==> config.mk <==
export PLATFORM = sky130hd
export DESIGN_NAME = uart_line_assembler_flat
export DESIGN_NICKNAME = d
export VERILOG_FILES = /design/src/rtl/uart_pkg.sv /design/src/rtl/uart_line_assembler_if.sv /design/src/rtl/uart_idle_timer.sv /design/src/rtl/uart_line_assembler.sv /design/src/flat_wrapper.sv
export SDC_FILE = /design/constraint.sdc
export NUM_CORES = 1
export LEC_CHECK = 0
export CORE_MARGIN = 3
export CORE_UTILIZATION = 60
export DETAILED_ROUTE_END_ITERATION = 16
export PLACE_DENSITY = 0.95
export SYNTH_ARGS = -nofsm -noshare
export SYNTH_HDL_FRONTEND = slang
export SYNTH_SLANG_ARGS = --single-unit
==> constraint.sdc <==
create_clock -name CLK -period 18.7 [get_ports CLK]
set_input_delay 5.61 -clock CLK [delete_from_list [all_inputs] [get_ports CLK]]
set_output_delay 5.61 -clock CLK [all_outputs]
set_load 0.005 [all_outputs]
==> src/rtl/uart_pkg.sv <==
// uart_pkg: definitions shared by the UART line assembler and the command parser.
//   state_e    - line assembler FSM encoding
//   CR/LF/BS/UNDERSCORE - framing and payload characters
//   LINE_W     - width of an assembled line, terminator included
//   is_ctrl()  - true for bytes the assembler never stores as payload
package uart_pkg;

    typedef enum logic [2:0] {
        IDLE,
        COLLECT,
        GOT_CR,
        HOLD,
        DISCARD
    } state_e;

    localparam logic [7:0] CR         = 8'h0D;
    localparam logic [7:0] LF         = 8'h0A;
    localparam logic [7:0] BS         = 8'h08;
    localparam logic [7:0] UNDERSCORE = 8'h5F;

    localparam int unsigned LINE_W = 120;

    function automatic logic is_ctrl(input logic [7:0] b);
        return (b == CR) || (b == LF) || (b == BS);
    endfunction

endpackage

==> src/rtl/uart_line_assembler_if.sv <==
// uart_line_assembler_if: byte stream in, assembled line out.
//   RX_BYTE/RX_VALID        - received byte and its one-cycle strobe
//   LINE_DATA/LINE_LEN      - assembled line (right-aligned, CR LF included) and payload count
//   LINE_VALID/LINE_READY   - line handshake towards the command parser
//   ERR/DROP                - one-cycle event pulses
// Modports: slave = assembler, master = byte source plus line consumer.
interface uart_line_assembler_if;
    import uart_pkg::*;

    logic [7:0]        RX_BYTE;
    logic              RX_VALID;
    logic [LINE_W-1:0] LINE_DATA;
    logic              LINE_VALID;
    logic              LINE_READY;
    logic [3:0]        LINE_LEN;
    logic              ERR;
    logic              DROP;

    modport slave (
        input  RX_BYTE, RX_VALID, LINE_READY,
        output LINE_DATA, LINE_VALID, LINE_LEN, ERR, DROP
    );

    modport master (
        output RX_BYTE, RX_VALID, LINE_READY,
        input  LINE_DATA, LINE_VALID, LINE_LEN, ERR, DROP
    );

endinterface

==> src/rtl/uart_idle_timer.sv <==
// uart_idle_timer: counts enabled cycles since the last clear and saturates at TIMEOUT_CYC.
//   CLK/RST  - clock, asynchronous active-high reset
//   clear    - restart the count from zero (wins over enable)
//   enable   - count this cycle; when low the count is frozen
//   expired  - count has reached TIMEOUT_CYC
module uart_idle_timer #(
    parameter int unsigned TIMEOUT_CYC = 1_000_000
) (
    input  logic CLK,
    input  logic RST,
    input  logic clear,
    input  logic enable,
    output logic expired
);

    localparam int unsigned      CNT_W = $clog2(TIMEOUT_CYC + 1);
    localparam logic [CNT_W-1:0] LIMIT = CNT_W'(TIMEOUT_CYC);

    logic [CNT_W-1:0] r_cnt;

    always_ff @(posedge CLK or posedge RST) begin
        if (RST) begin
            r_cnt <= '0;
        end else if (clear) begin
            r_cnt <= '0;
        end else if (enable && !expired) begin
            r_cnt <= r_cnt + CNT_W'(1);
        end
    end

    assign expired = (r_cnt == LIMIT);

endmodule

==> src/rtl/uart_line_assembler.sv <==
// uart_line_assembler: collects UART bytes into CR LF terminated lines.
//   CLK/RST - clock, asynchronous active-high reset
//   bus     - slave side of uart_line_assembler_if (byte input, line handshake, ERR/DROP)
// Payload bytes are shifted in at [7:0]; backspace removes the newest byte. Over-long lines are
// swallowed up to the LF and reported with ERR. A completed line is held until accepted, and
// any byte arriving meanwhile is thrown away with a DROP pulse.
module uart_line_assembler
    import uart_pkg::*;
#(
    parameter int unsigned MAX_PAYLOAD = 13,
    parameter int unsigned TIMEOUT_CYC = 1_000_000
) (
    input logic                  CLK,
    input logic                  RST,
    uart_line_assembler_if.slave bus
);

    localparam int unsigned BUF_W   = MAX_PAYLOAD * 8;
    localparam logic [3:0]  MAX_CNT = 4'(MAX_PAYLOAD);

    state_e            r_state;
    logic [BUF_W-1:0]  r_buf;
    logic [3:0]        r_count;
    logic [LINE_W-1:0] r_line_data;
    logic [3:0]        r_line_len;
    logic              r_line_valid;
    logic              r_err;
    logic              r_drop;

    logic w_expired;
    logic w_active;
    logic w_timeout;
    logic w_timer_clear;

    // A byte in the same cycle as expiry counts as activity, so the byte is processed instead.
    assign w_active      = (r_state == COLLECT) || (r_state == GOT_CR) || (r_state == DISCARD);
    assign w_timeout     = w_active && w_expired && !bus.RX_VALID;
    assign w_timer_clear = bus.RX_VALID || w_timeout;

    uart_idle_timer #(
        .TIMEOUT_CYC(TIMEOUT_CYC)
    ) u_idle_timer (
        .CLK     (CLK),
        .RST     (RST),
        .clear   (w_timer_clear),
        .enable  (w_active),
        .expired (w_expired)
    );

    always_ff @(posedge CLK or posedge RST) begin
        if (RST) begin
            r_state      <= IDLE;
            r_buf        <= '0;
            r_count      <= '0;
            r_line_data  <= '0;
            r_line_len   <= '0;
            r_line_valid <= 1'b0;
            r_err        <= 1'b0;
            r_drop       <= 1'b0;
        end else begin
            r_err  <= 1'b0;
            r_drop <= 1'b0;
            if (w_timeout) begin
                r_err   <= 1'b1;
                r_buf   <= '0;
                r_count <= '0;
                r_state <= IDLE;
            end else begin
                unique case (r_state)
                    IDLE, COLLECT: begin
                        if (bus.RX_VALID) begin
                            if (bus.RX_BYTE == CR) begin
                                r_state <= GOT_CR;
                            end else if (bus.RX_BYTE == BS) begin
                                if (r_state == COLLECT) begin
                                    r_buf   <= r_buf >> 8;
                                    r_count <= r_count - 4'd1;
                                    if (r_count == 4'd1) begin
                                        r_state <= IDLE;
                                    end
                                end
                            end else if (!is_ctrl(bus.RX_BYTE)) begin
                                if (r_count < MAX_CNT) begin
                                    r_buf   <= {r_buf[BUF_W-9:0], bus.RX_BYTE};
                                    r_count <= r_count + 4'd1;
                                    r_state <= COLLECT;
                                end else begin
                                    r_state <= DISCARD;
                                end
                            end
                            // A stray LF outside GOT_CR carries no meaning and is ignored.
                        end
                    end
                    GOT_CR: begin
                        if (bus.RX_VALID) begin
                            if (bus.RX_BYTE == LF) begin
                                r_line_data  <= LINE_W'({r_buf, CR, LF});
                                r_line_len   <= r_count;
                                r_line_valid <= 1'b1;
                                r_state      <= HOLD;
                            end else begin
                                r_err   <= 1'b1;
                                r_state <= IDLE;
                            end
                            // Line content now lives in r_line_data; the buffer restarts empty.
                            r_buf   <= '0;
                            r_count <= '0;
                        end
                    end
                    HOLD: begin
                        if (bus.RX_VALID) begin
                            r_drop <= 1'b1;
                        end
                        if (r_line_valid && bus.LINE_READY) begin
                            r_line_valid <= 1'b0;
                            r_state      <= IDLE;
                        end
                    end
                    DISCARD: begin
                        if (bus.RX_VALID && (bus.RX_BYTE == LF)) begin
                            r_err   <= 1'b1;
                            r_buf   <= '0;
                            r_count <= '0;
                            r_state <= IDLE;
                        end
                    end
                    default: r_state <= IDLE;
                endcase
            end
        end
    end

    assign bus.LINE_DATA  = r_line_data;
    assign bus.LINE_LEN   = r_line_len;
    assign bus.LINE_VALID = r_line_valid;
    assign bus.ERR        = r_err;
    assign bus.DROP       = r_drop;

endmodule

==> src/flat_wrapper.sv <==
// flat-port wrapper written by rule: the top's interface ports become plain ports
module uart_line_assembler_flat import uart_pkg::*;
#(
    parameter int unsigned MAX_PAYLOAD = 13,
    parameter int unsigned TIMEOUT_CYC = 1_000_000
)
  (CLK, RST, bus_RX_BYTE, bus_RX_VALID, bus_LINE_READY, bus_LINE_DATA, bus_LINE_VALID, bus_LINE_LEN, bus_ERR, bus_DROP);
  uart_line_assembler_if bus_i ();
  input logic CLK;
  input logic RST;
  input wire logic [$bits(bus_i.RX_BYTE)-1:0] bus_RX_BYTE;
  input wire logic [$bits(bus_i.RX_VALID)-1:0] bus_RX_VALID;
  input wire logic [$bits(bus_i.LINE_READY)-1:0] bus_LINE_READY;
  output wire logic [$bits(bus_i.LINE_DATA)-1:0] bus_LINE_DATA;
  output wire logic [$bits(bus_i.LINE_VALID)-1:0] bus_LINE_VALID;
  output wire logic [$bits(bus_i.LINE_LEN)-1:0] bus_LINE_LEN;
  output wire logic [$bits(bus_i.ERR)-1:0] bus_ERR;
  output wire logic [$bits(bus_i.DROP)-1:0] bus_DROP;
  assign bus_i.RX_BYTE = bus_RX_BYTE;
  assign bus_i.RX_VALID = bus_RX_VALID;
  assign bus_i.LINE_READY = bus_LINE_READY;
  assign bus_LINE_DATA = bus_i.LINE_DATA;
  assign bus_LINE_VALID = bus_i.LINE_VALID;
  assign bus_LINE_LEN = bus_i.LINE_LEN;
  assign bus_ERR = bus_i.ERR;
  assign bus_DROP = bus_i.DROP;
  uart_line_assembler #(.MAX_PAYLOAD(MAX_PAYLOAD), .TIMEOUT_CYC(TIMEOUT_CYC)) u_core (.CLK(CLK), .RST(RST), .bus(bus_i));
endmodule
# Word-level counts from Yosys, hierarchy flattened
# Cells that the tools add are included.
[classes]
add_sub_neg = 3
n_mul = 0
div_mod_pow = 0
n_lt_le_gt_ge = 1
n_eq_ne = 23
shift = 0
muxes = 47
bitwise_logic = 1
reduce_logical = 21
[op_table]
columns = ["op", "n"]
rows = [
  ["$mux W104", 9],
  ["$pmux W104 S3", 1],
  ["$mux W20", 2],
  ["$mux W4", 9],
  ["$mux W3", 11],
  ["$eq A8 B4 Y1 const B", 3],
  ["$add A20 B1 Y20 const B", 1],
  ["$eq A20 B20 Y1 const B", 1],
  ["$ne A3 B2 Y1 const B", 4],
  ["$pmux W3 S4", 1],
  ["$pmux W4 S3", 1],
  ["$mux W1", 10],
  ["$ne A5 B2 Y1 const B", 2],
  ["$ne A4 B2 Y1 const B", 2],
  ["$reduce_and A8 Y1", 1],
  ["$reduce_and A7 Y1", 1],
  ["$eq A3 B2 Y1 const B", 2],
  ["$logic_and A1 B1 Y1", 5],
  ["$logic_or A1 B1 Y1", 5],
  ["$ne A5 B3 Y1 const B", 1],
  ["$reduce_and A5 Y1", 1],
  ["$add A4 B1 Y4 const B", 1],
  ["$eq A4 B1 Y1 const B", 1],
  ["$lt A4 B4 Y1 const B", 1],
  ["other kinds (16)", 20],
]
[word_totals]
regBits = 247
latch_bits = 0
ram_bits = 0
mem_bits_ro = 0
output_inout_bits = 127
elab_cells = 105
n_memories = 0

# Depth between registers and ports, before layout
[depth]
word_depth = 9
mapped_depth = 10
mapped_depth_nobuf = 8

# By module
# Synthesis repeated with hierarchy kept, for this count alone.
[hier_totals]
hier_cells = 934
hier_area_um2 = 11026.8
[modules_own_cells]
columns = ["mod", "n_inst", "cells_each", "area_per_inst_um2", "seq_area_each_um2"]
rows = [
  ["uart_line_assembler", 1, 815, 9903.2, 5580.4],
  ["uart_idle_timer", 1, 119, 1123.6, 500.5],
]

# Worst setup path before layout
# OpenSTA, ideal clock, no wires.
[synth_timing]
kind = "input to register"
from = "input port bus_RX_BYTE[5]"
to = "register u_core.r_count[1]"
setup_ns = 0.095
arrival_ns = 7.278
path_slack_ns = 11.327
stages = 9
cell_sequence = "or4_1 -> buf_2 -> o21ai_1 -> a221oi_4 -> a21oi_4 -> buf_4 -> buf_4 -> nand2_1 -> o31ai_1"
[synth_between]
elab_chain_cells = 6
word_cells_on_any_way = 17
cone_classes = "eq/ne (8); mux (5); reduce/logical (4)"
[synth_lines]
columns = ["item", "line", "text"]
rows = [
  ["from (decl)", "flat_wrapper.sv:11", "input wire logic [$bits(bus_i.RX_BYTE)-1:0] bus_RX_BYTE;"],
  ["$eq A8 B4 Y1", "uart_pkg.sv:24, uart_line_assembler.sv:74", ""],
  ["$mux W4", "uart_line_assembler.sv:74", "end else if (bus.RX_BYTE == BS) begin"],
  ["$mux W4", "uart_line_assembler.sv:72", "if (bus.RX_BYTE == CR) begin"],
  ["$mux W4", "uart_line_assembler.sv:71", "if (bus.RX_VALID) begin"],
  ["$pmux W4 S3", "uart_line_assembler.sv:69", "unique case (r_state)"],
  ["$mux W4", "uart_line_assembler.sv:63", "if (w_timeout) begin"],
  ["to (signal assigned)", "uart_line_assembler.sv:77", "r_count <= r_count - 4'd1;"],
  ["to (signal assigned)", "uart_line_assembler.sv:85", "r_count <= r_count + 4'd1;"],
  ["to (decl)", "uart_line_assembler.sv:23", "logic [3:0] r_count;"],
]
# Parallel ways exist; a longest one is shown, timed or not. The select of a mux whose other input is x is not followed.
# A chain may end at the register's enable or synchronous reset.

# Final worst setup path
[layout_timing]
from = "input port bus_RX_BYTE[5]"
to = "register u_core.r_buf[86]"
[layout_between]
elab_chain_cells = 6
word_cells_on_any_way = 17
cone_classes = "eq/ne (8); mux (5); reduce/logical (4)"
[layout_lines]
columns = ["item", "line", "text"]
rows = [
  ["$eq A8 B4 Y1", "uart_pkg.sv:24, uart_line_assembler.sv:74", ""],
  ["$mux W104", "uart_line_assembler.sv:74", ""],
  ["$mux W104", "uart_line_assembler.sv:72", ""],
  ["$mux W104", "uart_line_assembler.sv:71", ""],
  ["$pmux W104 S3", "uart_line_assembler.sv:69", ""],
  ["$mux W104", "uart_line_assembler.sv:63", ""],
  ["to (signal assigned)", "uart_line_assembler.sv:76", "r_buf <= r_buf >> 8;"],
  ["to (signal assigned)", "uart_line_assembler.sv:84", "r_buf <= {r_buf[BUF_W-9:0], bus.RX_BYTE};"],
  ["to (decl)", "uart_line_assembler.sv:22", "logic [BUF_W-1:0] r_buf;"],
]
# Parallel ways exist; a longest one is shown, timed or not. The select of a mux whose other input is x is not followed.

==> flow_results.xml <==
<?xml version="1.0" encoding="UTF-8"?>
<metrics>
  <group name="die">
    <metric name="effective_utilization_at_floorplan" unit="%">61.86</metric>
    <metric name="fp.dieW" unit="um">140.2</metric>
    <metric name="fp-row-count" unit="">48</metric>
    <metric name="placeableCoreArea" unit="um^2">17480</metric>
    <metric name="floorplan.die_area" unit="um^2">19670</metric>
    <metric name="die_h" unit="um">140.2</metric>
    <metric name="pin_count" unit="">139</metric>
  </group>
  <group name="sta">
    <metric name="setup-tns-final" unit="ns">0</metric>
    <metric name="final_period_minus_worst_setup_slack" unit="ns">8.638</metric>
    <metric name="report.final.hold_viol_count" unit="">0</metric>
    <metric name="timing.final.max_slew_violations" unit="">0</metric>
    <metric name="setup_repair_after_global_routing_missed_its_margin" unit="">no</metric>
    <metric name="setup-violations-final" unit="">0</metric>
    <metric name="slew_headroom" unit="%">18.56</metric>
    <metric name="final.period_utilization" unit="%">46.19</metric>
    <metric name="finalClockSkew" unit="ns">0.01706</metric>
    <metric name="fmax" unit="MHz">115.8</metric>
    <metric name="worst_pin_slew" unit="ns">1.222</metric>
    <metric name="hold-worst-slack" unit="ns">0.4879</metric>
  </group>
  <group name="setup_path">
    <metric name="crit_chain" unit="">clkdlybuf4s50_1 -&gt; nor4_1 -&gt; and2_0 -&gt; a211oi_4 -&gt; a21oi_4 -&gt; buf_4 -&gt; nand2_1 -&gt; o21ai_0</metric>
    <metric name="critical_path.max_stage_delay" unit="ns">0.89</metric>
    <metric name="worst_path_class_setup" unit="">input port to flip-flop</metric>
    <metric name="critical_path_arrival" unit="ns">9.04</metric>
    <metric name="required" unit="ns">19.10</metric>
    <metric name="timing.critical_path.from_type" unit="">input port</metric>
    <metric name="worstSetupEndpointType" unit="">flip-flop</metric>
    <metric name="critical_path.max_fanout" unit="">124</metric>
    <metric name="critPathBufInv" unit="">2</metric>
    <metric name="timing.critical_path.slowest_stage_cell" unit="">sky130_fd_sc_hd__buf_4</metric>
    <metric name="critPathTopFamily" unit="">simple AND/OR/NAND/NOR gates</metric>
  </group>
  <group name="cts">
    <metric name="number_of_buffers_inserted_during_clock_tree_synthesis" unit="">25</metric>
    <metric name="maximum_buffer_depth_of_the_clock_tree" unit="">3</metric>
    <metric name="insertion_delay" unit="ns">0.53</metric>
    <metric name="clk_pin_slew_worst_paths" unit="ns">0.06</metric>
    <metric name="ctsRootBufferMaster" unit="">sky130_fd_sc_hd__clkbuf_16</metric>
    <metric name="post_cts_buffers" unit="">0</metric>
    <metric name="postCtsHoldBufs" unit="">0</metric>
    <metric name="post_cts_resized" unit="">0</metric>
    <metric name="cts.htree.levels" unit="">1</metric>
    <metric name="cts_sinks" unit="">243</metric>
    <metric name="cts_tree" unit="">built</metric>
  </group>
  <group name="synth">
    <metric name="synth_seq_cells" unit="">243</metric>
    <metric name="post-synth-top-area-fraction" unit="%">56.24</metric>
    <metric name="netlist_instances" unit="">928</metric>
    <metric name="synth-seq-area-share" unit="%">56.24</metric>
    <metric name="synth_flop_cell" unit="">sky130_fd_sc_hd__dfrtp_1</metric>
    <metric name="async_flop_share" unit="%">100.0</metric>
    <metric name="netlist-cell-type-count" unit="">54</metric>
    <metric name="synth.yosys.warnings" unit="">0</metric>
    <metric name="synth_top_cell_by_area" unit="">sky130_fd_sc_hd__dfrtp_1</metric>
    <metric name="synth_area" unit="um^2">10810</metric>
    <metric name="synth.top_cells.by_area" unit="">sky130_fd_sc_hd__dfrtp_1 56%, sky130_fd_sc_hd__mux2_2 11%, sky130_fd_sc_hd__mux2i_1 8.5%</metric>
    <metric name="yosys.cell_count.top_type" unit="">sky130_fd_sc_hd__dfrtp_1</metric>
    <metric name="syn_avg_cell_area" unit="um^2">11.65</metric>
    <metric name="post_synth_edffs" unit="">0</metric>
    <metric name="ys_top_cells_by_count" unit="">243 x sky130_fd_sc_hd__dfrtp_1, 122 x sky130_fd_sc_hd__nand2_1, 106 x sky130_fd_sc_hd__mux2_2</metric>
  </group>
  <group name="route">
    <metric name="drc" unit="">0</metric>
    <metric name="drt_first_pass_iters" unit="">6</metric>
    <metric name="drt_wl_total" unit="um">26070</metric>
    <metric name="via_count" unit="">7752</metric>
    <metric name="wl_per_cell" unit="um">20.59</metric>
    <metric name="post_drt_via_cell_ratio" unit="">6.123</metric>
    <metric name="antenna_violating_nets_post_route" unit="">0</metric>
    <metric name="initial_drc_count" unit="">806</metric>
  </group>
  <group name="hold_path">
    <metric name="hold_class" unit="">flip-flop to flip-flop</metric>
  </group>
  <group name="global_route">
    <metric name="global_route.overflow_total" unit="">0</metric>
    <metric name="grt_antenna_before_repair" unit="">0</metric>
    <metric name="grt.total_usage" unit="%">26.20</metric>
    <metric name="largest_net_degree_at_the_start_of_global_routing" unit="">164</metric>
    <metric name="first_pass_grt_wire_length" unit="um">42100</metric>
    <metric name="grt_pass1_vias" unit="">7826</metric>
  </group>
  <group name="final_layout">
    <metric name="areaGrowthSynthToFinish" unit="%">18.67</metric>
    <metric name="layout-drive-gt1-share" unit="%">16.14</metric>
    <metric name="num-fill-cells" unit="">1061</metric>
    <metric name="multiInputGateArea" unit="um^2">4320</metric>
    <metric name="regArea" unit="um^2">6081</metric>
    <metric name="ant_diodes" unit="">0</metric>
    <metric name="layout.nets" unit="">1041</metric>
  </group>
  <group name="power">
    <metric name="total_leakage_power" unit="nW">5.600</metric>
    <metric name="ir_worst_vdd" unit="V">0.00007935</metric>
    <metric name="power.density" unit="nW/um^2">115.5</metric>
  </group>
  <group name="placement">
    <metric name="port_buffers" unit="">127</metric>
    <metric name="estimated_wirelength_of_the_detail_placed_design" unit="um">15640</metric>
    <metric name="place_congestion" unit="">0.8854</metric>
  </group>
  <group name="job">
    <metric name="cap_violations" unit="">0</metric>
  </group>
  <group name="status">
    <metric name="run_status" unit="">finished, final reports clean</metric>
  </group>
</metrics>
==> registers in the layout (all words and copies together), names as in the netlist, 3 cells and up <==
name	cells
u_core.bus.LINE_LEN	4
u_core.r_count	4
u_core.u_idle_timer.r_cnt	20
u_core.bus.LINE_DATA	105
u_core.r_buf	104
u_core.r_state	3
==> per-layer routing <==
layer  vias up  track usage, %  part of all wire [%]
li1       3435               -                     -
met1      3897           35.75                    41
met2       343           42.89                    49
met3        77           3.960                   5.8
met4         0           9.995                   3.7
met5         -               0                     0
==> report_power, final <==
group	leakage (nW)	switching (mW)	internal [mW]	total (mW)
sequential	3.30	0.115	0.607	0.721
clock	0.398	0.211	0.268	0.478
combinational	1.91	0.187	0.0950	0.282
==> layout make-up <==
type	instances	share of cell area (%)
Clock buffer	32	5.471
Timing Repair Buffer	132	10.20
Inverter	11	0.3803
Sequential cell	243	47.40
Tap cell	225	2.194
Clock inverter	12	0.6827
Multi-Input combinational cell	611	33.67
==> final timing paths <==
kind                                               startpoint                                       end  slack [ns]  depth (start not counted)
min in group asynchronous                                 RST  u_core.u_idle_timer.r_cnt[8]$_DFFE_PP0P_        5.75                          2
hold / removal             u_core.bus.LINE_LEN[1]$_DFFE_PP0P_        u_core.bus.LINE_LEN[1]$_DFFE_PP0P_        0.49                          2
hold reg to reg            u_core.bus.LINE_LEN[1]$_DFFE_PP0P_        u_core.bus.LINE_LEN[1]$_DFFE_PP0P_        0.49                          2
max in group asynchronous                                 RST              u_core.r_buf[99]$_DFFE_PP0P_       11.26                          3
setup reg to reg                u_core.r_state[0]$_DFFE_PP0P_             u_core.r_count[3]$_DFFE_PP0P_       15.52                          6
setup / recovery                               bus_RX_BYTE[5]              u_core.r_buf[86]$_DFFE_PP0P_       10.06                          8
==> logic make-up (layout without fill, tap and decap cells) <==
family | after synthesis | count (layout) | synth area share [%]
XOR/XNOR | 12 | 12 | 0.9721
adder cells (fa/ha/maj) | 6 | 6 | 0.6712
multiplexers | 198 | 198 | 19.56
buffers and inverters | 84 | 187 | 4.305
other | 1 | 11 | 0.03468
AO/OA/AOI/OAI | 160 | 160 | 8.425
AND/OR/NAND/NOR | 224 | 224 | 9.791
flip-flops | 243 | 243 | 56.24
==> stage by stage <==
| step | area [um^2] | util (%) | power [mW] | std cells | setup slack (ns) |
|---|---|---|---|---|---|
| 6_report | 12830 | 73.41 | 1.481 | 1266 | 10.06 |
| 5_1_grt | 12830 | 73.41 | 1.550 | 1266 | 9.905 |
| 3_5_place_dp | 12040 | 68.89 | 0.9894 | 1222 | 9.631 |
| 4_1_cts | 12830 | 73.41 | 1.478 | 1266 | 10.14 |
| 3_3_place_gp | 12040 | 68.89 | 0.9649 | 1222 | 9.660 |
| 2_1_floorplan | 10850 | - | 0.9082 | 938 | 6.417 |
==> cells in the final DEF (no fill, tap or decap), types with 2 or more instances in the layout <==
| cell type | Yosys | final |
|---|---|---|
| sky130_fd_sc_hd__xnor2_1 | 11 | 11 |
| sky130_fd_sc_hd__a21oi_1 | 24 | 24 |
| sky130_fd_sc_hd__mux2i_1 | 92 | 92 |
| sky130_fd_sc_hd__nor4bb_1 | 3 | 3 |
| sky130_fd_sc_hd__nor4_1 | 3 | 3 |
| sky130_fd_sc_hd__nor2b_1 | 4 | 4 |
| sky130_fd_sc_hd__clkbuf_8 | 0 | 5 |
| sky130_fd_sc_hd__or4b_2 | 2 | 2 |
| sky130_fd_sc_hd__o211ai_1 | 3 | 3 |
| sky130_fd_sc_hd__o21ai_1 | 29 | 29 |
| sky130_fd_sc_hd__inv_8 | 0 | 2 |
| sky130_fd_sc_hd__clkinv_2 | 0 | 8 |
| sky130_fd_sc_hd__clkdlybuf4s50_1 | 0 | 127 |
| sky130_fd_sc_hd__a21o_1 | 3 | 3 |
| sky130_fd_sc_hd__and3_1 | 4 | 4 |
| sky130_fd_sc_hd__buf_4 | 25 | 5 |
| sky130_fd_sc_hd__nor3_1 | 11 | 10 |
| sky130_fd_sc_hd__nand2_1 | 122 | 122 |
| sky130_fd_sc_hd__clkbuf_16 | 0 | 25 |
| sky130_fd_sc_hd__clkbuf_1 | 7 | 2 |
| sky130_fd_sc_hd__nor2_1 | 23 | 23 |
| sky130_fd_sc_hd__conb_1 | 1 | 11 |
| sky130_fd_sc_hd__o21ai_0 | 82 | 82 |
| sky130_fd_sc_hd__o31ai_1 | 9 | 9 |
| sky130_fd_sc_hd__or2_2 | 4 | 4 |
| sky130_fd_sc_hd__dfrtp_1 | 243 | 243 |
| sky130_fd_sc_hd__mux2_2 | 106 | 106 |
| sky130_fd_sc_hd__nor4b_1 | 2 | 2 |
| sky130_fd_sc_hd__ha_1 | 5 | 5 |
| sky130_fd_sc_hd__inv_1 | 11 | 10 |
| sky130_fd_sc_hd__nand2b_1 | 4 | 4 |
| sky130_fd_sc_hd__or3_1 | 10 | 10 |
| sky130_fd_sc_hd__nand4_1 | 5 | 5 |
| sky130_fd_sc_hd__nand3_4 | 1 | 2 |
| sky130_fd_sc_hd__nand3_1 | 19 | 18 |
==> worst reg2reg max path, delay by kind of cell, from the launching register on <==
family,cells,cell delay (ns)
simple gates,4,1.77
compound gates,2,0.78
flops,1,0.56
Power figures use the tool's default switching activity.
